==> src/rtl/cpu_pkg.sv <==
// cpu_pkg: shared datapath widths, instruction field positions and the
// fetch sequencer state type.
package cpu_pkg;

    localparam int ADDR_W = 8;
    localparam int DATA_W = 16;

    localparam int OPCODE_MSB  = 15;
    localparam int OPCODE_LSB  = 12;
    localparam int DREG_MSB    = 11;
    localparam int DREG_LSB    = 8;
    localparam int SREG_MSB    = 7;
    localparam int SREG_LSB    = 4;
    localparam int TREG_MSB    = 3;
    localparam int TREG_LSB    = 0;
    localparam int ADDRESS_MSB = 7;
    localparam int ADDRESS_LSB = 0;

    typedef enum logic [1:0] {
        IDLE,
        REQ,
        LOAD,
        EXEC
    } fetch_state_t;

    function automatic logic [3:0] opcode_of(input logic [DATA_W-1:0] w);
        return w[OPCODE_MSB:OPCODE_LSB];
    endfunction

endpackage

==> src/rtl/instr_fetch_unit_if.sv <==
// instr_fetch_unit_if: instruction-memory handshake plus the IR / execute-stage
// handoff signals of the fetch sequencer.
interface instr_fetch_unit_if;
    import cpu_pkg::*;

    logic              mem_req;
    logic [ADDR_W-1:0] mem_addr;
    logic              mem_ack;
    logic [DATA_W-1:0] mem_rdata;
    logic [DATA_W-1:0] instruction;
    logic              irload;
    logic              exec_done;
    logic              pc_load;
    logic [ADDR_W-1:0] pc_target;
    logic              halt;
    logic [ADDR_W-1:0] pc;
    logic              busy;

    modport master (
        output mem_req, mem_addr, instruction, irload, pc, busy,
        input  mem_ack, mem_rdata, exec_done, pc_load, pc_target, halt
    );

    modport slave (
        input  mem_req, mem_addr, instruction, irload, pc, busy,
        output mem_ack, mem_rdata, exec_done, pc_load, pc_target, halt
    );

endinterface

==> src/rtl/instr_fetch_unit_pc_counter.sv <==
// pc_counter: program counter register; a load takes priority over an increment,
// and o_pc_next exposes the value the register takes on the coming edge.
module pc_counter
    import cpu_pkg::*;
#(
    parameter logic [ADDR_W-1:0] RESET_PC = '0
) (
    input  logic              clk,
    input  logic              rst_n,
    input  logic              i_inc,
    input  logic              i_load,
    input  logic [ADDR_W-1:0] i_target,
    output logic [ADDR_W-1:0] o_pc,
    output logic [ADDR_W-1:0] o_pc_next
);

    logic [ADDR_W-1:0] r_pc;

    always_comb o_pc_next = i_load ? i_target : i_inc ? r_pc + 1'b1 : r_pc;

    always_ff @(posedge clk or negedge rst_n) begin
        if (!rst_n) r_pc <= RESET_PC;
        else        r_pc <= o_pc_next;
    end

    assign o_pc = r_pc;

endmodule

==> src/rtl/instr_fetch_unit.sv <==
// instr_fetch_unit: fetch sequencer that requests words from instruction memory,
// presents them to the IR with a one-cycle irload strobe and waits for execute.
module instr_fetch_unit
    import cpu_pkg::*;
#(
    parameter logic [ADDR_W-1:0] RESET_PC = 8'h00
) (
    input logic                clk,
    input logic                rst_n,
    instr_fetch_unit_if.master bus
);

    fetch_state_t      r_state;
    logic              r_mem_req;
    logic              r_irload;
    logic              r_busy;
    logic [ADDR_W-1:0] r_mem_addr;
    logic [DATA_W-1:0] r_instruction;
    logic              w_inc;
    logic              w_load;
    logic [ADDR_W-1:0] w_pc;
    logic [ADDR_W-1:0] w_pc_next;

    assign w_inc  = (r_state == REQ) && bus.mem_ack;
    assign w_load = (r_state == EXEC) && bus.pc_load;

    pc_counter #(.RESET_PC(RESET_PC)) u_pc (
        .clk      (clk),
        .rst_n    (rst_n),
        .i_inc    (w_inc),
        .i_load   (w_load),
        .i_target (bus.pc_target),
        .o_pc     (w_pc),
        .o_pc_next(w_pc_next)
    );

    // Leaving EXEC uses w_pc_next so a same-cycle pc_load steers the next fetch.
    always_ff @(posedge clk or negedge rst_n) begin
        if (!rst_n) begin
            r_state       <= IDLE;
            r_mem_req     <= 1'b0;
            r_mem_addr    <= '0;
            r_irload      <= 1'b0;
            r_busy        <= 1'b0;
            r_instruction <= '0;
        end else begin
            r_irload <= 1'b0;
            case (r_state)
                IDLE: if (!bus.halt) begin
                    r_state    <= REQ;
                    r_mem_req  <= 1'b1;
                    r_mem_addr <= w_pc;
                    r_busy     <= 1'b1;
                end
                REQ: if (bus.mem_ack) begin
                    r_state       <= LOAD;
                    r_mem_req     <= 1'b0;
                    r_irload      <= 1'b1;
                    r_instruction <= bus.mem_rdata;
                end
                LOAD: r_state <= EXEC;
                EXEC: if (bus.exec_done) begin
                    r_state    <= bus.halt ? IDLE : REQ;
                    r_mem_req  <= !bus.halt;
                    r_busy     <= !bus.halt;
                    r_mem_addr <= w_pc_next;
                end
                default: r_state <= IDLE;
            endcase
        end
    end

    assign bus.mem_req     = r_mem_req;
    assign bus.mem_addr    = r_mem_addr;
    assign bus.instruction = r_instruction;
    assign bus.irload      = r_irload;
    assign bus.busy        = r_busy;
    assign bus.pc          = w_pc;

endmodule

==> src/flat_wrapper.sv <==
// flat-port wrapper written by rule: the top's interface ports become plain ports
module instr_fetch_unit_flat import cpu_pkg::*;
#(
    parameter logic [ADDR_W-1:0] RESET_PC = 8'h00
)
  (clk, rst_n, bus_mem_req, bus_mem_addr, bus_instruction, bus_irload, bus_pc, bus_busy, bus_mem_ack, bus_mem_rdata, bus_exec_done, bus_pc_load, bus_pc_target, bus_halt);
  instr_fetch_unit_if bus_i ();
  input logic clk;
  input logic rst_n;
  output wire logic [$bits(bus_i.mem_req)-1:0] bus_mem_req;
  output wire logic [$bits(bus_i.mem_addr)-1:0] bus_mem_addr;
  output wire logic [$bits(bus_i.instruction)-1:0] bus_instruction;
  output wire logic [$bits(bus_i.irload)-1:0] bus_irload;
  output wire logic [$bits(bus_i.pc)-1:0] bus_pc;
  output wire logic [$bits(bus_i.busy)-1:0] bus_busy;
  input wire logic [$bits(bus_i.mem_ack)-1:0] bus_mem_ack;
  input wire logic [$bits(bus_i.mem_rdata)-1:0] bus_mem_rdata;
  input wire logic [$bits(bus_i.exec_done)-1:0] bus_exec_done;
  input wire logic [$bits(bus_i.pc_load)-1:0] bus_pc_load;
  input wire logic [$bits(bus_i.pc_target)-1:0] bus_pc_target;
  input wire logic [$bits(bus_i.halt)-1:0] bus_halt;
  assign bus_mem_req = bus_i.mem_req;
  assign bus_mem_addr = bus_i.mem_addr;
  assign bus_instruction = bus_i.instruction;
  assign bus_irload = bus_i.irload;
  assign bus_pc = bus_i.pc;
  assign bus_busy = bus_i.busy;
  assign bus_i.mem_ack = bus_mem_ack;
  assign bus_i.mem_rdata = bus_mem_rdata;
  assign bus_i.exec_done = bus_exec_done;
  assign bus_i.pc_load = bus_pc_load;
  assign bus_i.pc_target = bus_pc_target;
  assign bus_i.halt = bus_halt;
  instr_fetch_unit #(.RESET_PC(RESET_PC)) u_core (.clk(clk), .rst_n(rst_n), .bus(bus_i));
endmodule
==> config.mk <==
export PLATFORM = sky130hd
export DESIGN_NAME = instr_fetch_unit_flat
export DESIGN_NICKNAME = d
export VERILOG_FILES = /design/src/rtl/cpu_pkg.sv /design/src/rtl/instr_fetch_unit_if.sv /design/src/rtl/instr_fetch_unit_pc_counter.sv /design/src/rtl/instr_fetch_unit.sv /design/src/flat_wrapper.sv
export SDC_FILE = /design/constraint.sdc
export NUM_CORES = 1
export LEC_CHECK = 0
export ABC_CLOCK_PERIOD_IN_PS = 1920
export CAP_MARGIN = 20
export CORE_MARGIN = 2
export CORE_UTILIZATION = 40
export CTS_BUF_LIST = sky130_fd_sc_hd__clkbuf_16
export DETAILED_ROUTE_END_ITERATION = 10
export GPL_TIMING_DRIVEN = 0
export MAX_ROUTING_LAYER = met4
export PLACE_DENSITY = 0.76
export SETUP_SLACK_MARGIN = 0.15
export SLEW_MARGIN = 0
export SYNTH_ARGS = -nofsm -noshare
export SYNTH_HDL_FRONTEND = slang
export SYNTH_SLANG_ARGS = --single-unit
==> constraint.sdc <==
create_clock -name clk -period 1.92 [get_ports clk]
set_clock_uncertainty 0.1 [all_clocks]
set_input_delay 0.192 -clock clk [delete_from_list [all_inputs] [get_ports clk]]
set_output_delay 0.192 -clock clk [all_outputs]
set_load 0.05 [all_outputs]
**Yosys cells after proc, flatten, opt, wreduce, memory -nomap -nowiden**

Index checks and enable logic that the tools add are counted.

- Add/subtract/negate cells: 1
- Multiply operators: 0
- Divide/modulo/power cells: 0
- Order comparisons: 0
- Equal/unequal tests: 6
- Shifts and indexed selects: 0
- Multiplexer cells: 17
- Bitwise gates (word level): 0
- Reductions and logical operators: 10

Operators by type and width:

| operator | count |
|---|---|
| 2-to-1 mux 8 bit | 4 |
| case mux 8 bit (2 select lines) | 1 |
| adder 8 x 1 -> 8 bit (second input constant) | 1 |
| case mux 2 bit (4 select lines) | 1 |
| 2-to-1 mux 1 bit | 6 |
| 2-to-1 mux 2 bit | 3 |
| != test 2 bit (second input constant) | 3 |
| AND reduction 3 bit | 2 |
| == test 2 bit (second input constant) | 2 |
| AND reduction 4 bit | 1 |
| case mux 1 bit (3 select lines) | 1 |
| nonzero test 3 bit | 1 |
| == test 2 x 1 -> 1 bit (second input constant) | 1 |
| logical AND 1 bit | 2 |
| logical NOT 2 bit | 1 |
| case mux 1 bit (2 select lines) | 1 |
| AND reduction 2 bit | 1 |
| nonzero test 2 bit | 1 |
| logical NOT 1 bit | 1 |

- Register bits after elaboration: 37
- Latch bits: 0
- RAM bits: 0
- Memory bits (read-only): 0
- Bits of input ports: 30
- Output and inout bits: 35
- Logic and storage cells: 41
- Memories kept: 0

**Depth between registers and ports, before layout**

Gate-level depths: netlist of run 1.

- Depth in word-level cells: 6
- Mapped depth: 9
- Depth with buffers taken out: 7

**Modules after synthesis**

Synthesis of run 1 repeated with hierarchy kept, for this count alone.

- Cells, all modules: 138
- Area, all modules: 1,766.7 um^2

By module, submodules not included:

| module | times used | cells an instance | area each (um^2) | seq. area each (um^2) |
|---|---|---|---|---|
| instr_fetch_unit | 1 | 89 | 1,317.5 | 725.7 |
| pc_counter | 1 | 49 | 449.2 | 200.2 |

**Least setup slack after synthesis of run 1**

OpenSTA, ideal clock, no wires.

- Path kind: register to register
- Start point: register u_core.u_pc.r_pc[0] (netlist: u_core.u_pc.o_pc[0])
- End point: register u_core.r_mem_addr[4] (netlist: u_core.bus.mem_addr[4])
- Setup time: 0.126 ns
- Arrival time: 1.733 ns
- Data required time: 1.694 ns
- Slack: -0.039 ns
- Stages on the path, launching flop included: 6
- Path buffers: 0
- Clock period less this slack: 1.959 ns
- Path through: dfrtp_1 > ha_1 > nand4_1 > o211ai_1 > nand3_1 > a221o_1

- Word-level cells in the longest chain between the ends: 5

Ends and longest elaborated chain:

| what | RTL line | text |
|---|---|---|
| start, declared | instr_fetch_unit_pc_counter.sv:17 | `logic [ADDR_W-1:0] r_pc;` |
| start signal, assigned | instr_fetch_unit_pc_counter.sv:23 | `else r_pc <= o_pc_next;` |
| adder 8 x 1 -> 8 bit | instr_fetch_unit_pc_counter.sv:19 | `always_comb o_pc_next = i_load ? i_target : i_inc ? r_pc + 1'b1 : r_pc;` |
| 2-to-1 mux 8 bit (2 in series) | instr_fetch_unit_pc_counter.sv:19 |  |
| named net u_core.u_pc.o_pc_next[4] | instr_fetch_unit_pc_counter.sv:14 | `output logic [ADDR_W-1:0] o_pc_next` |
| 2-to-1 mux 8 bit | instr_fetch_unit.sv:62 | `EXEC: if (bus.exec_done) begin` |
| case mux 8 bit (2 select lines) | instr_fetch_unit.sv:48 | `case (r_state)` |
| end signal, assigned | instr_fetch_unit.sv:52 | `r_mem_addr <= w_pc;` |
| end signal, assigned | instr_fetch_unit.sv:66 | `r_mem_addr <= w_pc_next;` |
| end, declared | instr_fetch_unit.sv:17 | `logic [ADDR_W-1:0] r_mem_addr;` |

The timed path passes the listed nets, and every way through them passes these cells. The select of a mux whose other input is x is not followed.
A chain may end at the register's enable or synchronous reset.

**Worst setup path in the final report of run 1**

- Start point: register u_core.r_state[0]
- End point: register u_core.r_mem_addr[4] (netlist: u_core.bus.mem_addr[4])

- Word-level cells in the longest chain between the ends: 6
- Elaborated cells between the ends (all ways): 13
- Classes of those cells: eq/ne: 4; mux: 4; reduce/logical: 5

Ends and longest elaborated chain:

| what | RTL line | text |
|---|---|---|
| start, declared | instr_fetch_unit.sv:13 | `fetch_state_t r_state;` |
| start signal, assigned | instr_fetch_unit.sv:63 | `r_state <= bus.halt ? IDLE : REQ;` |
| == test 2 x 1 -> 1 bit | instr_fetch_unit.sv:24 | `assign w_inc = (r_state == REQ) && bus.mem_ack;` |
| logical AND 1 bit | instr_fetch_unit.sv:24 |  |
| 2-to-1 mux 8 bit | instr_fetch_unit_pc_counter.sv:19 |  |
| 2-to-1 mux 8 bit * | instr_fetch_unit_pc_counter.sv:19 |  |
| named net u_core.u_pc.o_pc_next[4] | instr_fetch_unit_pc_counter.sv:14 |  |
| 2-to-1 mux 8 bit * | instr_fetch_unit.sv:62 |  |
| case mux 8 bit (2 select lines) * | instr_fetch_unit.sv:48 |  |

Mark *: on every way through the listed nets, which the timed path passes. The rest lies on a longest branch. The select of a mux whose other input is x is not followed.

==> results.json, run 1 <==
{
  "gp_congestion": 0.813,
  "cts_tree": "done",
  "cap_violations": 0,
  "die_w_um": 71.3,
  "ioPinCount": 65,
  "pwr-share-clk": 0.150,
  "drv_slew": 0,
  "grt.overflow.total": 0,
  "worst_ep_arrival_time_ns": 1.93,
  "initial_core_util": 0.416,
  "synthAdderAreaFrac": 0.0346,
  "drive_gt1_frac": 0.189,
  "first_global_vias": 1639,
  "crit_required_ns": 2.04,
  "syn2layout_area_growth_pct": 60.1,
  "drtAntennaViolNets": 0,
  "register_area_um2": 935,
  "hold_class": "primary input to flop",
  "internal-power_w": 0.00319,
  "first_pass_iters": 4,
  "relSlewSlack": 0.455,
  "wl_per_cell_um": 13.7,
  "yosysWarnings": 0,
  "nFillCells": 351,
  "fp.dieArea_um2": 5080,
  "switching_share": 0.467,
  "totalWireLength_um": 4530,
  "post-route-min-period_ns": 1.81,
  "antenna_found_initial": 0,
  "r2r_slack_ns": 0.11,
  "worstRegToRegCells": 6,
  "syn-cell-area_um2": 1810,
  "stdcell_area_um2": 2900,
  "hold_viol": 0,
  "powerDensity_nw_per_um2": 2070,
  "cts_buffers": 5,
  "peakVddDrop_uv": 1130,
  "synth_compound_area_frac": 0.132,
  "synthFlopType": "dfrtp_1",
  "syn-instance-count": 198,
  "hold-path-endpoint": "u_core.u_pc.o_pc[1]$_DFF_PN0_",
  "drc": 0,
  "cts_root_buffer": "clkbuf_16",
  "finalCritPeriodShare": 0.943,
  "h-tree-depth": 2,
  "rsz0062_at_grt": "true",
  "synth-edff-count": 0,
  "fmax_mhz": 552,
  "multiInputGateArea_um2": 910,
  "final_net_count": 314,
  "grt_start_max_net_pins": 38,
  "viasPerCell": 5.06,
  "tightestPinTransition_ns": 0.818,
  "hold_depth": 3,
  "synthArstFlopShare": 1.00,
  "grt_usage": 0.196,
  "layout.cells.non_filler": 332,
  "clock_latency_ns": 0.28,
  "ys_seq_area_frac": 0.512,
  "final_common_cell": "nand2_1",
  "min_from": "bus_mem_ack",
  "fp-row-count": 24,
  "synthMuxAreaShare": 0.0118,
  "clkTransAtPathRegs_ns": 0.06,
  "leakage_nw": 1.29,
  "syn_nets": 233,
  "core_um2": 4350,
  "ys_types": 42,
  "grt_pass1_wl_um": 7670,
  "dp_hpwl_um": 3160,
  "r2r_end": "u_core.bus.mem_addr[4]$_DFFE_PN0P_",
  "placedCellCount": 313,
  "synth_xor_area_frac": 0.0145,
  "synth_top_family_by_area": "simple AND/OR/NAND/NOR gates",
  "crit_type": "flop to flop",
  "clock_sinks": 37,
  "power.total_w": 0.00599,
  "num_antenna_cells": 0,
  "pwr-share-comb": 0.607,
  "vias": 1680,
  "worstSetupStartpointType": "flop",
  "seq_power_share": 0.243,
  "die_height_um": 71.3,
  "synth-seq-cells": 37,
  "outcome": "complete, no violations",
  "place_area_um2": 2520,
  "endpoint_kind": "flop",
  "layout_common_cells": "nand2_1, clkdlybuf4s50_1, dfrtp_1",
  "p_switching_w": 0.00280,
  "portBuffers": 63,
  "avgSynthCellArea_um2": 9.14,
  "drt_iter0_drc": 81,
  "cts.path.max_buffers": 2,
  "synth-simple-area-share": 0.257,
  "finalSetupViolations": 0,
  "path_max_fanout": 7,
  "reg2reg_from": "u_core.r_state[0]$_DFFE_PN0P_"
}
-- per-layer routing --
metal,GRT usage,part of all wire,vias to the layer above
li1,-,-,841
met3,0.0366,0.048,11
met5,-,0,-
met1,0.266,0.45,780
met2,0.297,0.48,48
met4,0.0692,0.023,0
-- power groups by stage --
stage / sequential, W / clock (W) / combinational, W
2_1_floorplan: 0.00261 / 0 / 0.00106
3_3_place_gp: 0.00146 / 0 / 0.00321
3_5_place_dp: 0.00146 / 0 / 0.00326
4_1_cts: 0.00145 / 0.000912 / 0.00342
5_1_grt: 0.00152 / 0.000947 / 0.00390
6_report: 0.00145 / 0.000899 / 0.00364
-- cells in the mapped netlist (2+ instances only) --
cell type / number / area [um^2]
a21oi_1: 5 / 25.0
a221o_1: 3 / 30.0
a31oi_1: 2 / 12.5
and2_1: 2 / 12.5
and3_1: 2 / 12.5
and3b_1: 2 / 17.5
buf_2: 5 / 25.0
buf_4: 2 / 15.0
clkbuf_1: 2 / 7.51
dfrtp_1: 37 / 926
ha_1: 5 / 62.6
inv_1: 4 / 15.0
nand2_1: 62 / 233
nand2b_1: 3 / 18.8
nand3_1: 6 / 30.0
nor2_1: 9 / 33.8
nor3_1: 4 / 20.0
nor3b_1: 2 / 15.0
nor4bb_1: 2 / 20.0
o211ai_1: 2 / 15.0
o21ai_0: 2 / 10.0
o21ai_1: 9 / 45.0
o31ai_1: 4 / 30.0
or4_1: 2 / 15.0
xnor2_1: 3 / 26.3
-- what timing repair did --
| item | CTS | global route |
|---|---|---|
| hold buffers | 1 | 0 |
| pin swaps | 3 | 9 |
| hold endpoints to repair | 37 | 0 |
| setup endpoints to repair | 29 | 22 |
| gates resized for setup | 23 | 18 |
| buffers inserted | 5 | 5 |
| cloned | 0 | 0 |
-- critical path, cell delays in order (launching register included) --
cell and delay [ns]:
dfrtp_1 0.41, ha_2 0.22, and2_1 0.14, clkbuf_4 0.17, or4_1 0.46, nand3_1 0.12, a221o_1 0.14
-- flip-flops by register name, indices dropped and copies added (netlist names) --
| signal | cells |
|---|---|
| u_core.bus.instruction | 16 |
| u_core.bus.mem_addr | 8 |
| u_core.u_pc.o_pc | 8 |
| u_core.r_state | 2 |
| u_core.bus.busy | 1 |
| u_core.bus.irload | 1 |
| u_core.bus.mem_req | 1 |
-- final cells by class --
class                   count  area share
flip-flops and latches     37       0.323
plain buffers              10      0.0285
repair buffers             74       0.250
well taps                  52      0.0225
clock buffers               5      0.0432
multi-input cells         146       0.314
clock inverters             3      0.0130
inverters                   5     0.00648
-- kinds of logic after synthesis --
family                   Yosys count
multiplexers                       2
buffers and inverters             15
adder cells (fa/ha/maj)            5
flip-flops                        37
AND/OR/NAND/NOR                  101
XOR/XNOR                           3
AO/OA/AOI/OAI                     35
-- through the flow --
step	TNS, ns	util	hold WS, ns	setup WS (ns)
3_3_place_gp	-12.66	0.581	0.356	-0.443
2_1_floorplan	0	-	-0.204	0.146
3_5_place_dp	-0.556	0.580	0.241	-0.0650
5_1_grt	0	0.665	0.224	0.00427
4_1_cts	0	0.640	0.183	0.106
6_report	0	0.665	0.206	0.110
-- worst max-delay path by stage --
stage / from / endpoint / cells after the start
CTS: u_core.r_state[0]$_DFFE_PN0P_ / u_core.bus.mem_addr[4]$_DFFE_PN0P_ / 6
global placement: rst_n / u_core.u_pc.o_pc[6]$_DFF_PN0_ / 1
global route: u_core.r_state[1]$_DFFE_PN0P_ / u_core.bus.mem_addr[4]$_DFFE_PN0P_ / 7
floorplan: u_core.r_state[1]$_DFFE_PN0P_ / u_core.bus.mem_addr[7]$_DFFE_PN0P_ / 7
finish: u_core.r_state[0]$_DFFE_PN0P_ / u_core.bus.mem_addr[4]$_DFFE_PN0P_ / 6
detailed placement: u_core.r_state[1]$_DFFE_PN0P_ / u_core.bus.mem_addr[5]$_DFFE_PN0P_ / 7
No activity file was read; power rests on OpenSTA's default activity.
==> inputs of run 2 (changes only) <==
--- a/config.mk
+++ b/config.mk
@@ -5,17 +5,18 @@
 export SDC_FILE = /design/constraint.sdc
 export NUM_CORES = 1
 export LEC_CHECK = 0
-export ABC_CLOCK_PERIOD_IN_PS = 1920
+export ABC_CLOCK_PERIOD_IN_PS = 2250
 export CAP_MARGIN = 20
 export CORE_MARGIN = 2
-export CORE_UTILIZATION = 40
+export CORE_UTILIZATION = 41
 export CTS_BUF_LIST = sky130_fd_sc_hd__clkbuf_16
 export DETAILED_ROUTE_END_ITERATION = 10
 export GPL_TIMING_DRIVEN = 0
 export MAX_ROUTING_LAYER = met4
-export PLACE_DENSITY = 0.76
+export PLACE_DENSITY = 0.74
 export SETUP_SLACK_MARGIN = 0.15
 export SLEW_MARGIN = 0
 export SYNTH_ARGS = -nofsm -noshare
 export SYNTH_HDL_FRONTEND = slang
 export SYNTH_SLANG_ARGS = --single-unit
+export TNS_END_PERCENT = 20
==> constraint.sdc (replaced) <==
create_clock -name clk -period 2.25 [get_ports clk]
set_clock_uncertainty 0.1 [all_clocks]
set_input_delay 0.225 -clock clk [delete_from_list [all_inputs] [get_ports clk]]
set_output_delay 0.225 -clock clk [all_outputs]
set_load 0.05 [all_outputs]
==> run 2 against run 1 <==
- combinational power shrank 24%
- cell count decreased by 2.7%
- utilization down 4.1 points
- critical path depth increased by 1
- clock-buffer cell count unchanged
- register-to-register slack better by 0.14 ns
- global-route usage decreased by 0.70 points
- sequential power shrank 15%
- routed wire length is 1.2% lower
- die area shrank 2.3%
==> results.json, run 2 (synthesis gave the netlist of run 1 again) <==
{
  "outcome": "complete, no violations",
  "antenna_found_initial": 0,
  "initial_core_util": 0.421,
  "drive_gt1_frac": 0.0701,
  "leakage_nw": 1.19,
  "register_area_um2": 926,
  "ioPinCount": 65,
  "drt_iter0_drc": 94,
  "gp_congestion": 0.797,
  "rsz0062_at_grt": "true",
  "post-route-min-period_ns": 2.00,
  "path_cells": "inv_1 > ha_1 > buf_4 > nand3_2 > or4_1 > a31oi_2 > a221o_1",
  "grt_pass1_wl_um": 7020,
  "finalSetupViolations": 0,
  "dp_hpwl_um": 3160,
  "totalWireLength_um": 4480,
  "crit_type": "flop to flop",
  "core_um2": 4290,
  "grt.overflow.total": 0,
  "portBuffers": 63,
  "wl_per_cell_um": 13.9,
  "fmax_mhz": 500,
  "reg2reg_from": "u_core.r_state[1]$_DFFE_PN0P_",
  "num_antenna_cells": 0,
  "path_max_fanout": 8,
  "clock_latency_ns": 0.28,
  "largest_reg_flops": 16,
  "crit_required_ns": 2.37,
  "worstSetupStartpointType": "flop",
  "crit_path_max_incr_delay_ns": 0.55,
  "drtAntennaViolNets": 0,
  "multiInputGateArea_um2": 816,
  "layout_common_cells": "nand2_1, clkdlybuf4s50_1, dfrtp_1",
  "cap_violations": 0,
  "crit_start": "u_core.r_state[1]$_DFFE_PN0P_",
  "h-tree-depth": 2,
  "crit_slowest_cell": "or4_1",
  "cts.path.max_buffers": 2,
  "cts_tree": "done",
  "worst_ep_arrival_time_ns": 2.12,
  "drc": 0,
  "die_height_um": 70.4,
  "syn2layout_area_growth_pct": 48.3,
  "cts_buffers": 5,
  "final_net_count": 305,
  "r2r_end": "u_core.bus.mem_addr[7]$_DFFE_PN0P_",
  "fp-row-count": 24,
  "r2r_slack_ns": 0.25,
  "endpoint": "u_core.bus.mem_addr[7]$_DFFE_PN0P_",
  "first_global_vias": 1476,
  "grt_usage": 0.189,
  "viasPerCell": 5.05,
  "peakVddDrop_uv": 733,
  "hold_viol": 0,
  "drv_slew": 0,
  "endpoint_kind": "flop",
  "relSlewSlack": 0.456,
  "powerDensity_nw_per_um2": 1770,
  "cts_root_buffer": "clkbuf_16",
  "fp.dieArea_um2": 4960,
  "tightestPinTransition_ns": 0.816,
  "first_pass_iters": 4,
  "grt_start_max_net_pins": 38,
  "finalCritPeriodShare": 0.888,
  "fin_tns_setup_ns": 0,
  "clock_sinks": 37,
  "clkTransAtPathRegs_ns": 0.05,
  "nFillCells": 383,
  "worst_hold_slack_ns": 0.198,
  "vias": 1631,
  "worstRegToRegCells": 7,
  "hold_class": "primary input to flop",
  "die_w_um": 70.4
}
run 2: changes by cell type in the layout (fill, tap and decap cells not counted), moves of 3 or more:
cell             before  now
clkdlybuf4s50_1      53   62
dlygate4sd2_1         8    0
dfrtp_1              30   37
dfrtp_2               7    0
buf_4                 9    3
buf_6                 6    0
buf_2                 3    6
nand2_1              59   62
nand2_2               3    0
run 2: how the worst min path moves through the flow:
stage,startpoint,end,slack (ns),cells past startpoint
2_1_floorplan,rst_n,u_core.bus.busy$_DFFE_PN0P_,-0.17,0
3_3_place_gp,u_core.bus.instruction[9]$_DFFE_PN0P_,u_core.bus.instruction[9]$_DFFE_PN0P_,0.36,2
3_5_place_dp,rst_n,u_core.bus.busy$_DFFE_PN0P_,0.27,1
4_1_cts,bus_mem_ack,u_core.u_pc.o_pc[1]$_DFF_PN0_,0.20,3
5_1_grt,bus_mem_ack,u_core.u_pc.o_pc[1]$_DFF_PN0_,0.21,3
6_report,bus_mem_ack,u_core.u_pc.o_pc[1]$_DFF_PN0_,0.20,3
run 2: metrics by stage:
step	std cells	utilization	instance area (um^2)	setup slack (ns)	total power, W
finish	323	0.625	2680	0.251	0.00476
global route	323	0.625	2680	0.101	0.00503
floorplan	198	-	1810	0.291	0.00309
global placement	313	0.583	2500	-0.0550	0.00394
detailed placement	313	0.582	2500	0.192	0.00398
CTS	322	0.622	2670	0.188	0.00476
run 2: area by class of cell:
cell class | instances | share of cell area
Inverter | 5 | 0.00700
Clock buffer | 5 | 0.0466
Buffer | 10 | 0.0191
Tap cell | 52 | 0.0243
Multi-Input combinational cell | 146 | 0.304
Timing Repair Buffer | 65 | 0.240
Clock inverter | 3 | 0.0140
Sequential cell | 37 | 0.345
run 2: layer usage:
metal  share of wire  routed length [um]  up-vias  track usage
met5               0                   0        -            -
met4           0.014                  62        0       0.0769
met3           0.058                 261        5       0.0491
met2            0.49                2190       41        0.287
met1            0.44                1960      765        0.242
li1                -                   -      820            -
run 2: critical path, delay by kind of cell, from the launching register on:
family                   cells  cell delay (ns)
AO/OA/AOI/OAI                2             0.35
AND/OR/NAND/NOR              2             0.67
flip-flops                   1             0.40
buffers and inverters        2             0.27
adder cells (fa/ha/maj)      1             0.15
run 2: repair_timing:
item / CTS / global route
hold buffers: 1 / 0
endpoints found under the setup margin: 0 / 13
endpoints found under the hold margin: 37 / 0
setup buffers: 0 / 1
resized for setup: 0 / 1
run 2: power by group:
part / internal (W) / total (W) / switching (W) / leakage [nW]
combinational: 0.000979 / 0.00276 / 0.00178 / 0.659
clock: 0.000514 / 0.000766 / 0.000252 / 0.0826
sequential: 0.000987 / 0.00123 / 0.000245 / 0.452
==> inputs of run 3 (changes only) <==
--- a/config.mk
+++ b/config.mk
@@ -11,7 +11,6 @@
 export CORE_UTILIZATION = 41
 export CTS_BUF_LIST = sky130_fd_sc_hd__clkbuf_16
 export DETAILED_ROUTE_END_ITERATION = 10
-export GPL_TIMING_DRIVEN = 0
 export MAX_ROUTING_LAYER = met4
 export PLACE_DENSITY = 0.74
 export SETUP_SLACK_MARGIN = 0.15
==> run 3 against run 2 <==
- combinational power about the same
- utilization increased by 0.32 points
- via count increased by 0.31%
- sequential power about the same
- routed wire length decreased by 4.0%
- cell count decreased by 0.93%
- global-route usage increased by 0.65 points
- register-to-register slack improved by 0.08 ns
- worst hold slack improved by 0.17 ns
- maximum frequency increased by 4.1%
- non-clock buffer count decreased by 3
- first-iteration DRC count increased by 80%
- largest cell class unchanged
==> results.json, run 3 (synthesis gave the netlist of run 1 again) <==
{
  "outcome": "complete, no violations",
  "drc": 0,
  "pre_cts_slack_ns": 0.182,
  "die_height_um": 70.4,
  "cts_tree": "done",
  "leakage_nw": 1.19,
  "hold_depth": 2,
  "finalSetupViolations": 0,
  "die_w_um": 70.4,
  "relSlewSlack": 0.449,
  "cts.path.max_buffers": 2,
  "cap_violations": 0,
  "gp_congestion": 0.790,
  "dp_hpwl_um": 3070,
  "ioPinCount": 65,
  "vias": 1636,
  "cts_buffers": 5,
  "drt_iter0_drc": 169,
  "drive_gt1_frac": 0.0672,
  "min_from": "u_core.bus.instruction[9]$_DFFE_PN0P_",
  "first_global_vias": 1538,
  "first_pass_iters": 4,
  "finalWorstSetupSlack_ns": 0.329,
  "fmax_mhz": 521,
  "r2r_slack_ns": 0.33,
  "r2r_end": "u_core.bus.mem_addr[7]$_DFFE_PN0P_",
  "grt_pass1_wl_um": 7380,
  "worst_hold_slack_ns": 0.371,
  "final_util": 0.628,
  "hold_viol": 0,
  "core_um2": 4290,
  "peakVddDrop_uv": 896,
  "layout.cells.non_filler": 320,
  "wl_per_cell_um": 13.4,
  "powerDensity_nw_per_um2": 1760,
  "tightestPinTransition_ns": 0.827,
  "syn2layout_area_growth_pct": 49.0,
  "rsz0062_at_grt": "false",
  "totalWireLength_um": 4300,
  "clkTransAtPathRegs_ns": 0.05,
  "clock_latency_ns": 0.28,
  "worstRegToRegCells": 6,
  "initial_core_util": 0.421,
  "worst_ep_arrival_time_ns": 2.03,
  "fin_tns_setup_ns": 0,
  "largest_reg_flops": 16,
  "endpoint_kind": "flop",
  "fp.dieArea_um2": 4960,
  "layout_common_cells": "clkdlybuf4s50_1, nand2_1, dfrtp_1",
  "finalCritPeriodShare": 0.854,
  "crit_required_ns": 2.36,
  "worstSetupStartpointType": "flop",
  "grt_usage": 0.196,
  "cts_setup_buffers": 0,
  "clock_sinks": 37,
  "portBuffers": 64,
  "num_antenna_cells": 0,
  "path_max_fanout": 8,
  "cts_root_buffer": "clkbuf_16",
  "reg2reg_from": "u_core.r_state[1]$_DFFE_PN0P_",
  "antenna_found_initial": 0,
  "grt_start_max_net_pins": 38,
  "hold-path-endpoint": "u_core.bus.instruction[9]$_DFFE_PN0P_",
  "hold_class": "flop to flop",
  "final_common_cell": "clkdlybuf4s50_1",
  "drtAntennaViolNets": 0,
  "crit_type": "flop to flop",
  "h-tree-depth": 2,
  "final_net_count": 302,
  "drv_slew": 0,
  "post-route-min-period_ns": 1.92,
  "viasPerCell": 5.11,
  "placedCellCount": 311,
  "grt.overflow.total": 0,
  "fp-row-count": 24
}
## run 3: changes by cell type in the layout (fill, tap and decap cells not counted), sizes merged
cell	before	now
clkdlybuf4s50	62	63
buf	10	8
clkbuf	7	5
## run 3: cell type report
cell class	instances	area [um^2]
fillers	375	1600
flip-flops and latches	37	926
multi-input cells	146	826
repair buffers	72	698
clock buffers	5	125
well taps	52	65.1
clock inverters	3	37.5
inverters	5	18.8
## run 3: through the flow
| stage | instance area [um^2] | power (W) |
|---|---|---|
| final | 2700 | 0.00476 |
| after CTS | 2680 | 0.00477 |
| after global routing | 2700 | 0.00507 |
| after global placement | 2510 | 0.00395 |
| after detailed placement | 2510 | 0.00399 |
| after floorplan | 1810 | 0.00309 |
## run 3: critical path, cell delays in order, from the launching register on
cell and delay (ns):
dfrtp_1 0.40, inv_1 0.14, ha_4 0.20, nand3_2 0.12, or4_1 0.53, a31oi_2 0.20
a221o_1 0.15
## run 3: power breakdown
part | switching (W) | leakage, nW | total (W) | internal (W)
Clock | 0.000249 | 0.0826 | 0.000763 | 0.000514
Combinational | 0.00177 | 0.657 | 0.00276 | 0.000992
Sequential | 0.000247 | 0.452 | 0.00123 | 0.000987
## run 3: worst max path at each step
stage,startpoint,endpoint,depth (start not counted)
after floorplan,u_core.u_pc.o_pc[0]$_DFF_PN0_,u_core.bus.mem_addr[4]$_DFFE_PN0P_,5
after global placement,bus_mem_ack,u_core.bus.mem_addr[7]$_DFFE_PN0P_,5
after detailed placement,bus_mem_ack,u_core.bus.mem_addr[7]$_DFFE_PN0P_,5
after CTS,u_core.r_state[1]$_DFFE_PN0P_,u_core.bus.mem_addr[7]$_DFFE_PN0P_,6
after global routing,u_core.r_state[1]$_DFFE_PN0P_,u_core.bus.mem_addr[7]$_DFFE_PN0P_,6
final,u_core.r_state[1]$_DFFE_PN0P_,u_core.bus.mem_addr[7]$_DFFE_PN0P_,6
## run 3: metal layers
layer  up-vias  global-route usage  part of all wire
met5         -                   -                 0
met4         0              0.0833             0.019
met3         7              0.0375             0.043
met2        35               0.285              0.47
met1       778               0.268              0.47
li1        816                   -                 -
## run 3: repair_timing
item | in CTS | in global routing
endpoints found under the hold margin | 37 | 0
hold buffers | 1 | 0
gates resized for setup | 0 | 2
endpoints found under the setup margin | 0 | 2
